--- config.mk ---
export PLATFORM = sky130hd
export DESIGN_NAME = i2s_xmitter
export DESIGN_NICKNAME = d
export VERILOG_FILES = /design/src/rtl/i2s_xmitter_pkg.sv /design/src/rtl/i2s_xmitter_edge_sync.sv /design/src/rtl/i2s_xmitter.sv
export SDC_FILE = /design/constraint.sdc
export NUM_CORES = 1
export LEC_CHECK = 0
export CAP_MARGIN = 20
export CORE_MARGIN = 5
export CORE_UTILIZATION = 35
export DETAILED_ROUTE_END_ITERATION = 8
export GPL_TIMING_DRIVEN = 0
export PLACE_DENSITY = 0.61
export SLEW_MARGIN = 20
export SYNTH_ARGS = -nofsm -noshare
export SYNTH_HDL_FRONTEND = slang
export SYNTH_SLANG_ARGS = --single-unit
--- constraint.sdc ---
create_clock -name clk -period 3.1 [get_ports clk]
set_input_delay 0.465 -clock clk [delete_from_list [all_inputs] [get_ports clk]]
set_output_delay 0.465 -clock clk [all_outputs]
set_load 0.01 [all_outputs]
--- src/rtl/i2s_xmitter_pkg.sv ---
// Shared types and constants for the I2S slave transmitter.
package i2s_xmitter_pkg;

  localparam int unsigned AUDIO_W = 32;

  typedef enum logic [1:0] {
    XS_UNSYNC = 2'd0,
    XS_WAIT   = 2'd1,
    XS_SHIFT  = 2'd2,
    XS_PAD    = 2'd3
  } xs_state_e;

  // Stereo pair captured together at each left-slot start
  typedef struct packed {
    logic [AUDIO_W-1:0] left;
    logic [AUDIO_W-1:0] right;
  } stereo_pair_t;

  function automatic logic [AUDIO_W-1:0] gate_word(input logic [AUDIO_W-1:0] w, input logic on);
    return on ? w : '0;
  endfunction

endpackage

--- src/rtl/i2s_xmitter_edge_sync.sv ---
// Synchronises an asynchronous codec clock into clk and emits registered level and edge pulses.
module i2s_xmitter_edge_sync #(
  parameter int unsigned SYNC_STAGES = 2
) (
  input  logic clk,
  input  logic reset_n,
  input  logic din,
  output logic level,
  output logic rise,
  output logic fall
);

  logic [SYNC_STAGES-1:0] sync_q;

  // level doubles as the previous-sample register, keeping level and pulses aligned
  always_ff @(posedge clk) begin
    if (!reset_n) begin
      sync_q <= '0;
      level  <= 1'b0;
      rise   <= 1'b0;
      fall   <= 1'b0;
    end else begin
      sync_q <= SYNC_STAGES'({sync_q, din});
      level  <= sync_q[SYNC_STAGES-1];
      rise   <= sync_q[SYNC_STAGES-1] & ~level;
      fall   <= ~sync_q[SYNC_STAGES-1] & level;
    end
  end

endmodule

--- src/rtl/i2s_xmitter.sv ---
// I2S slave transmitter: serialises a stereo pair captured at each left-slot start onto sdata.
// Optional build macro XMIT_MUTE_EN adds audio_on, which zeroes the pair at frame boundaries.
module i2s_xmitter
  import i2s_xmitter_pkg::*;
#(
  parameter int unsigned WORD_BITS   = 32,
  parameter int unsigned SLOT_BITS   = 32,
  parameter int unsigned SYNC_STAGES = 2
) (
  input  logic        clk,
  input  logic        reset_n,
  input  logic        bclk,
  input  logic        lrclk,
  input  logic [31:0] data_L_in,
  input  logic [31:0] data_R_in,
`ifdef XMIT_MUTE_EN
  input  logic        audio_on,
`endif
  output logic        sdata,
  output logic        frame_tick
);

  localparam int unsigned CNT_W = $clog2(WORD_BITS + 1);

  if (SLOT_BITS < WORD_BITS || WORD_BITS == 0 || WORD_BITS > AUDIO_W) begin : g_bad_cfg
    $error("i2s_xmitter: WORD_BITS must be 1..AUDIO_W and not exceed SLOT_BITS");
  end

  logic b_rise, b_fall, lrclk_s;
  logic bclk_level_unused, lr_rise_unused, lr_fall_unused;

  i2s_xmitter_edge_sync #(.SYNC_STAGES(SYNC_STAGES)) u_bclk_sync (
    .clk     (clk),
    .reset_n (reset_n),
    .din     (bclk),
    .level   (bclk_level_unused),
    .rise    (b_rise),
    .fall    (b_fall)
  );

  i2s_xmitter_edge_sync #(.SYNC_STAGES(SYNC_STAGES)) u_lrclk_sync (
    .clk     (clk),
    .reset_n (reset_n),
    .din     (lrclk),
    .level   (lrclk_s),
    .rise    (lr_rise_unused),
    .fall    (lr_fall_unused)
  );

  xs_state_e          state_q, state_d;
  logic               lr_q, lr_d;
  logic               new_word_q, new_word_d;
  stereo_pair_t       hold_q, hold_d;
  logic [AUDIO_W-1:0] shreg_q, shreg_d;
  logic [CNT_W-1:0]   bit_cnt_q, bit_cnt_d;
  logic               sdata_d, frame_tick_d;
  stereo_pair_t       capture;
  logic [AUDIO_W-1:0] load_word;
  logic               lr_change;

  // Pair presented to the hold registers at a left start
  always_comb begin
`ifdef XMIT_MUTE_EN
    capture.left  = gate_word(data_L_in, audio_on);
    capture.right = gate_word(data_R_in, audio_on);
`else
    capture.left  = data_L_in;
    capture.right = data_R_in;
`endif
  end

  always_ff @(posedge clk) begin
    if (!reset_n) begin
      state_q    <= XS_UNSYNC;
      lr_q       <= 1'b0;
      new_word_q <= 1'b0;
      hold_q     <= '0;
      shreg_q    <= '0;
      bit_cnt_q  <= '0;
      sdata      <= 1'b0;
      frame_tick <= 1'b0;
    end else begin
      state_q    <= state_d;
      lr_q       <= lr_d;
      new_word_q <= new_word_d;
      hold_q     <= hold_d;
      shreg_q    <= shreg_d;
      bit_cnt_q  <= bit_cnt_d;
      sdata      <= sdata_d;
      frame_tick <= frame_tick_d;
    end
  end

  // Next state: slot starts are detected on bclk rise, bits are launched on bclk fall
  always_comb begin
    state_d      = state_q;
    lr_d         = lr_q;
    new_word_d   = new_word_q;
    hold_d       = hold_q;
    shreg_d      = shreg_q;
    bit_cnt_d    = bit_cnt_q;
    sdata_d      = sdata;
    frame_tick_d = 1'b0;
    load_word    = '0;
    lr_change    = 1'b0;

    if (b_rise) begin
      lr_d      = lrclk_s;
      lr_change = (lr_q != lrclk_s);
      if (state_q == XS_UNSYNC) begin
        state_d    = XS_WAIT;
        new_word_d = 1'b0;
      end else if (lr_change && !lrclk_s) begin
        hold_d       = capture;
        frame_tick_d = 1'b1;
        new_word_d   = 1'b1;
      end else begin
        // Right starts are ignored until the first left start
        new_word_d = lr_change && (state_q != XS_WAIT);
      end
    end else if (b_fall) begin
      if (new_word_q) begin
        load_word  = lr_q ? hold_q.right : hold_q.left;
        sdata_d    = load_word[AUDIO_W-1];
        shreg_d    = AUDIO_W'({load_word, 1'b0});
        bit_cnt_d  = CNT_W'(1);
        new_word_d = 1'b0;
        state_d    = (WORD_BITS == 1) ? XS_PAD : XS_SHIFT;
      end else begin
        case (state_q)
          XS_SHIFT: begin
            sdata_d   = shreg_q[AUDIO_W-1];
            shreg_d   = AUDIO_W'({shreg_q, 1'b0});
            bit_cnt_d = bit_cnt_q + CNT_W'(1);
            if (bit_cnt_d == CNT_W'(WORD_BITS)) state_d = XS_PAD;
          end
          default: sdata_d = 1'b0;
        endcase
      end
    end
  end

endmodule

==> impl_metrics.toml, run 1 <==
[cts]
htreeDepth = 4
cts_tree = "done"
numCtsBuffers = 17
insertion_delay_ns = 0.41
root_buffer = "clkbuf_16"
cts_num_sinks = 115
clockBufferDepth = 2
ctsHoldBuffers = 0
cts.clk_slew.worst_paths_ns = 0.05
ctsResizeCount = 0
cts_setup_buffers = 0

[layout]
fin_util = 0.483
layoutNonFillerInstCount = 815
layout-drive-gt1-share = 0.0793
layout_commonest_cell = "nand2_1"
area_delta_synth_final_pct = 34.6
diodes = 0
layout_common_cells = "nand2_1, dfxtp_1, a21oi_1, clkdlybuf4s50_1, o21ai_0"
nFillCells = 1271
layout.nets = 700
regArea_um2 = 2300
multi_input_area_um2 = 2080

[placed_design]
place_ws_ns = 0.697
gp_congestion = 0.822
placedCellCount = 783
hpwl_mm = 8.33
port_buffers = 69

[power_and_ir_drop]
power_frac_comb = 0.035
p_sw_uw = 734
swShare = 0.191
clockPowerShare = 0.575
p_seq_frac = 0.390
p_int_mw = 3.10
cellLeakagePower_nw = 1.97
vdd_drop_max_uv = 299
powerDensity_nw_per_um2 = 624

[yosys]
synthCells = 542
synth_seq_cells = 115
yosys_warnings = 0
synth_area_um2 = 4570
avgSynthCellArea_um2 = 8.43
synth_cell_types = 35
yosysSeqAreaShare = 0.504
synth_fp_nets = 612

[worst_setup_path]
crit_type = "input port to flop"
start_kind = "input port"
r2r_cells = 6
crit_arrival_ns = 2.25
r2r_end = "shreg_q[22]"
end_kind = "flop"
r2r_setup_slack_ns = 1.34
cp_max_fo = 10
cp.required_ns = 3.37
reg2reg_from = "lr_q"

[drt]
wirelength_mm = 11.6
via_per_inst = 4.87
drtPass1Iterations = 4
wl_per_cell_um = 14.2
remaining_drc_errors = 0
ant_nets = 0
drtIter0Drc = 204
num_vias = 3965

[sta]
relSlewSlack = 0.631
setup_viol = 0
min_period_ns = 1.98
fin_ws_ns = 1.12
fmax_mhz = 505
finalCritPeriodShare = 0.638
worst_slew_pin_slew_ns = 0.553
fin_worst_skew_ns = 0.0130
tns_ns = 0
rsz0062_at_grt = "false"
final_hold_viol_count = 0
slew_viol_final = 0

[min_path]
hold_path_end = "u_bclk_sync.rise"
holdCritStartpoint = "u_bclk_sync.level"
hold_depth = 1
hold_path_class = "flop to flop"

[floorplanning]
die_h_um = 124
core_um2 = 12700
die_area_um2 = 15400
ios = 70
rows = 41
die_x_um = 124
initial_utilization = 0.359

[grt]
grt_pass1_vias = 4103
grt_pass1_wl_mm = 19.7
grt_overflow = 0
antenna_found_initial = 0
grt_use_total = 0.154
grt_max_degree = 17

[run_status]
status = "finished, final reports clean"

[flow_run]
max_cap_violations = 0
==> metrics by stage <==
stage               instance area (µm²)  hold slack [ns]  total power, mW
floorplan                          4570            0.383             1.56
global placement                   5480            0.391             1.66
detailed placement                 5480            0.398             1.66
CTS                                6150            0.408             3.87
global route                       6150            0.441             3.96
finish                             6150            0.411             3.84
==> power groups by stage <==
stage	logic, mW	registers (mW)	clock network, mW
floorplan	0.0328	1.52	0
global placement	0.134	1.53	0
detailed placement	0.134	1.53	0
CTS	0.135	1.49	2.24
global route	0.144	1.50	2.32
finish	0.134	1.50	2.21
==> metal layers <==
layer	vias up	GRT usage	share of wire
met5	-	0	0
met4	0	0.0477	0.0042
li1	2040	-	-
met1	1826	0.197	0.48
met3	4	0.0515	0.048
met2	95	0.247	0.47
==> state kept, by name, summed over array words and instances (netlist names), 2 cells and up <==
name	cells
state_q	2
shreg_q	31
u_bclk_sync.sync_q	2
u_lrclk_sync.sync_q	2
hold_q	64
bit_cnt_q	6
==> worst max-delay path, cell delays in order <==
cell and delay [ns]:
clkdlybuf4s50_1 0.57, clkinv_1 0.20, clkbuf_1 0.43, buf_1 0.49
a21oi_1 0.08
==> cell type report <==
| class | instances | area share |
|---|---|---|
| Tap cell | 172 | 0.0350 |
| Inverter | 4 | 0.00244 |
| Clock buffer | 19 | 0.0720 |
| Clock inverter | 13 | 0.0376 |
| Timing Repair Buffer | 69 | 0.112 |
| Buffer | 41 | 0.0281 |
| Sequential cell | 115 | 0.374 |
| Multi-Input combinational cell | 382 | 0.338 |
==> Yosys cell counts <==
cell type | number | area (µm²)
ha_1 | 2 | 25.0
dfxtp_1 | 115 | 2300
o21ai_2 | 1 | 8.76
nand2b_1 | 1 | 6.26
a31oi_1 | 3 | 18.8
o21ai_0 | 34 | 170
clkinv_1 | 1 | 3.75
or4_1 | 2 | 15.0
a32oi_1 | 1 | 8.76
buf_2 | 15 | 75.1
nor2b_1 | 1 | 6.26
mux2_2 | 2 | 22.5
o21a_1 | 1 | 7.51
a21boi_0 | 1 | 7.51
and4b_1 | 2 | 20.0
a221oi_1 | 1 | 8.76
mux2i_1 | 31 | 310
and3_1 | 2 | 12.5
o32a_1 | 1 | 10.0
o2bb2ai_1 | 30 | 263
nand2_1 | 166 | 623
nand3_1 | 6 | 30.0
nor2b_4 | 2 | 27.5
nor3b_1 | 1 | 7.51
o211ai_1 | 1 | 7.51
and4_1 | 1 | 8.76
nor3_1 | 3 | 15.0
clkbuf_1 | 23 | 86.3
buf_1 | 3 | 11.3
o211a_1 | 1 | 10.0
a21oi_1 | 72 | 360
inv_1 | 3 | 11.3
nor2_1 | 6 | 22.5
nor4b_1 | 1 | 8.76
and2_1 | 6 | 37.5
==> worst max-delay path by stage <==
stage	slack, ns	end	from	cells past startpoint
after floorplan	1.72	bit_cnt_q[3]	u_bclk_sync.rise	5
after global placement	0.75	hold_q[54]	reset_n	5
after detailed placement	0.70	bit_cnt_q[1]	reset_n	5
after CTS	1.12	bit_cnt_q[1]	reset_n	5
after global routing	1.02	hold_q[53]	reset_n	5
final	1.12	bit_cnt_q[1]	reset_n	5
==> logic make-up after synthesis <==
| logic type | after synthesis | synth area share |
|---|---|---|
| and+or+nand+nor | 200 | 0.184 |
| buffers and inverters | 45 | 0.0411 |
| DFF | 115 | 0.504 |
| adders and majority gates | 2 | 0.00548 |
| muxes | 33 | 0.0728 |
| AOI/OAI and AO/OA | 147 | 0.193 |
Note: power is estimated with default switching activity, not from simulation.
==> run 2: changes to the inputs <==
--- a/config.mk
+++ b/config.mk
@@ -10,7 +10,7 @@
 export CORE_UTILIZATION = 35
 export DETAILED_ROUTE_END_ITERATION = 8
 export GPL_TIMING_DRIVEN = 0
-export PLACE_DENSITY = 0.61
+export PLACE_DENSITY = 0.63
 export SLEW_MARGIN = 20
 export SYNTH_ARGS = -nofsm -noshare
 export SYNTH_HDL_FRONTEND = slang
==> constraint.sdc (replaced) <==
create_clock -name clk -period 1.65 [get_ports clk]
set_input_delay 0.2475 -clock clk [delete_from_list [all_inputs] [get_ports clk]]
set_output_delay 0.2475 -clock clk [all_outputs]
set_load 0.01 [all_outputs]
==> run 2 against run 1 <==
  * First-iteration DRC count is 10% higher
  * Sequential power grew 87%
  * Sequential share of layout area barely moved
  * Setup slack worse by 1.0 ns
  * Die area stayed put
  * Routed wire length grew 0.20%
  * Clock skew shrank 0.0048 ns
  * Cell area about the same
  * Utilization is essentially flat
  * Clock power is 68% higher
  * Critical path depth shrank 4
==> impl_metrics.toml, run 2 (synthesis gave the netlist of run 1 again) <==
[worst_setup_path]
cp.required_ns = 1.40
r2r_end = "shreg_q[11]"
crit_arrival_ns = 1.33
cp_max_fo = 2
critPathMaxStageDelay_ns = 0.56
crit_family = "buffers and inverters"
reg2reg_from = "lr_q"
crit_type = "flop to primary output"
cpMaxStageDelayCell = "clkdlybuf4s50_1"
r2r_setup_slack_ns = 0.13
r2r_cells = 6
start_kind = "flop"
crit_start = "sdata"
crit_chain = "clkdlybuf4s50_1"
end_kind = "primary output"
critPathBufInv = 1

[grt]
grt_pass1_vias = 4086
grt_overflow = 0
grt_max_degree = 17
grt_pass1_wl_mm = 19.9
grt_use_total = 0.156
antenna_found_initial = 0

[sta]
fmax_mhz = 635
setup_viol = 0
min_period_ns = 1.58
relSlewSlack = 0.595
slew_viol_final = 0
worst_slew_pin_slew_ns = 0.607
whs_ns = 0.384
finalCritPeriodShare = 0.955
final_hold_viol_count = 0
tns_ns = 0
fin_worst_skew_ns = 0.00816

[drt]
num_vias = 3976
wl_per_cell_um = 14.3
via_per_inst = 4.88
wirelength_mm = 11.6
ant_nets = 0
drtPass1Iterations = 4
drtIter0Drc = 225
remaining_drc_errors = 0

[placed_design]
hpwl_mm = 8.28
gp_congestion = 0.842
port_buffers = 69

[power_and_ir_drop]
clockPowerShare = 0.547
cellLeakagePower_nw = 2.02
p_total_mw = 6.77
p_int_mw = 5.48
vdd_drop_max_uv = 590
swShare = 0.191
powerDensity_nw_per_um2 = 1100
power_frac_comb = 0.038
p_sw_mw = 1.29
p_seq_frac = 0.415

[min_path]
hold_depth = 3
hold_path_end = "hold_q[59]"
holdCritStartpoint = "data_L_in[27]"
hold_path_class = "input port to flop"

[layout]
layout-drive-gt1-share = 0.109
layout_commonest_cell = "nand2_1"
fin_util = 0.483
reg.largest.list = "hold_q (64), shreg_q (31), bit_cnt_q (6)"
largest_reg_flops = 64
layout.nets = 702
max_flop_register = "hold_q"
layout_common_cells = "nand2_1, dfxtp_1, a21oi_1, clkdlybuf4s50_1, o21ai_0"
diodes = 0
area_delta_synth_final_pct = 34.6

[floorplanning]
die_h_um = 124
initial_utilization = 0.359
die_x_um = 124
core_um2 = 12700
ios = 70
rows = 41
die_area_um2 = 15400

[flow_run]
max_cap_violations = 0

[cts]
ctsHoldBuffers = 0
cts_num_sinks = 115
numCtsBuffers = 17
root_buffer = "clkbuf_16"
cts_tree = "done"
insertion_delay_ns = 0.41
htreeDepth = 4
clockBufferDepth = 2
cts.clk_slew.worst_paths_ns = 0.05

[run_status]
status = "finished, final reports clean"
-- run 2: cell count changes in the layout (fill, tap and decap cells not counted) --
cell        change
buf_2           -7
clkbuf_2       +17
buf_1           -3
clkinvlp_4      -2
buf_4           +5
clkbuf_4        +7
clkinv_4        -3
clkbuf_8        +7
clkinv_2        -1
bufinv_16       -4
clkbuf_1       -16
-- run 2: area by class of cell --
class	instances	area, µm²
sequential	115	2300
multi-input combinational	382	2080
timing repair buffer	71	706
inverter	4	15.0
clock inverter	3	65.1
clock buffer	27	543
tap	172	215
fill	1274	6570
buffer	41	223
-- run 2: routing by layer --
metal,GRT usage,up-vias,share of wire
met5,0,-,0
met4,0.0651,0,0.015
met3,0.0450,13,0.043
met2,0.251,77,0.47
met1,0.197,1843,0.47
li1,-,2043,-
-- run 2: worst register-to-register path, cell delays in order (launching register included) --
cell,delay (ns)
dfxtp_1,0.33
clkbuf_2,0.24
buf_2,0.35
mux2i_1,0.25
nand2_1,0.07
o21ai_0,0.08
o2bb2ai_1,0.09
-- run 2: timing repair --
action / in CTS / in global routing
gates resized for setup: 10 / 33
endpoints found under the setup margin: 67 / 83
buffers inserted: 0 / 2
pin swaps: 0 / 0
-- run 2: power groups by stage --
stage	registers, mW	logic [mW]	clock network, mW
final	2.81	0.255	3.71
after detailed placement	2.87	0.253	0
after CTS	2.81	0.257	3.77
after global routing	2.81	0.274	3.90
after floorplan	2.86	0.0616	0
after global placement	2.87	0.250	0
-- run 2: worst max-delay path by stage --
stage	endpoint	slack, ns	depth (start not counted)
final	sdata	0.07	1
after global placement	hold_q[53]	-0.47	5
after global routing	hold_q[52]	-0.02	7
after floorplan	bit_cnt_q[3]	0.27	5
after CTS	shreg_q[9]	0.02	5
after detailed placement	hold_q[0]	-0.49	5
-- run 2: per-stage QoR --
stage          setup WS [ns]  cell area [µm²]  cells
6_report              0.0744             6150    815
5_1_grt              -0.0220             6150    815
4_1_cts               0.0200             6100    813
3_5_place_dp          -0.493             5480    783
3_3_place_gp          -0.475             5480    783
2_1_floorplan          0.269             4570    542
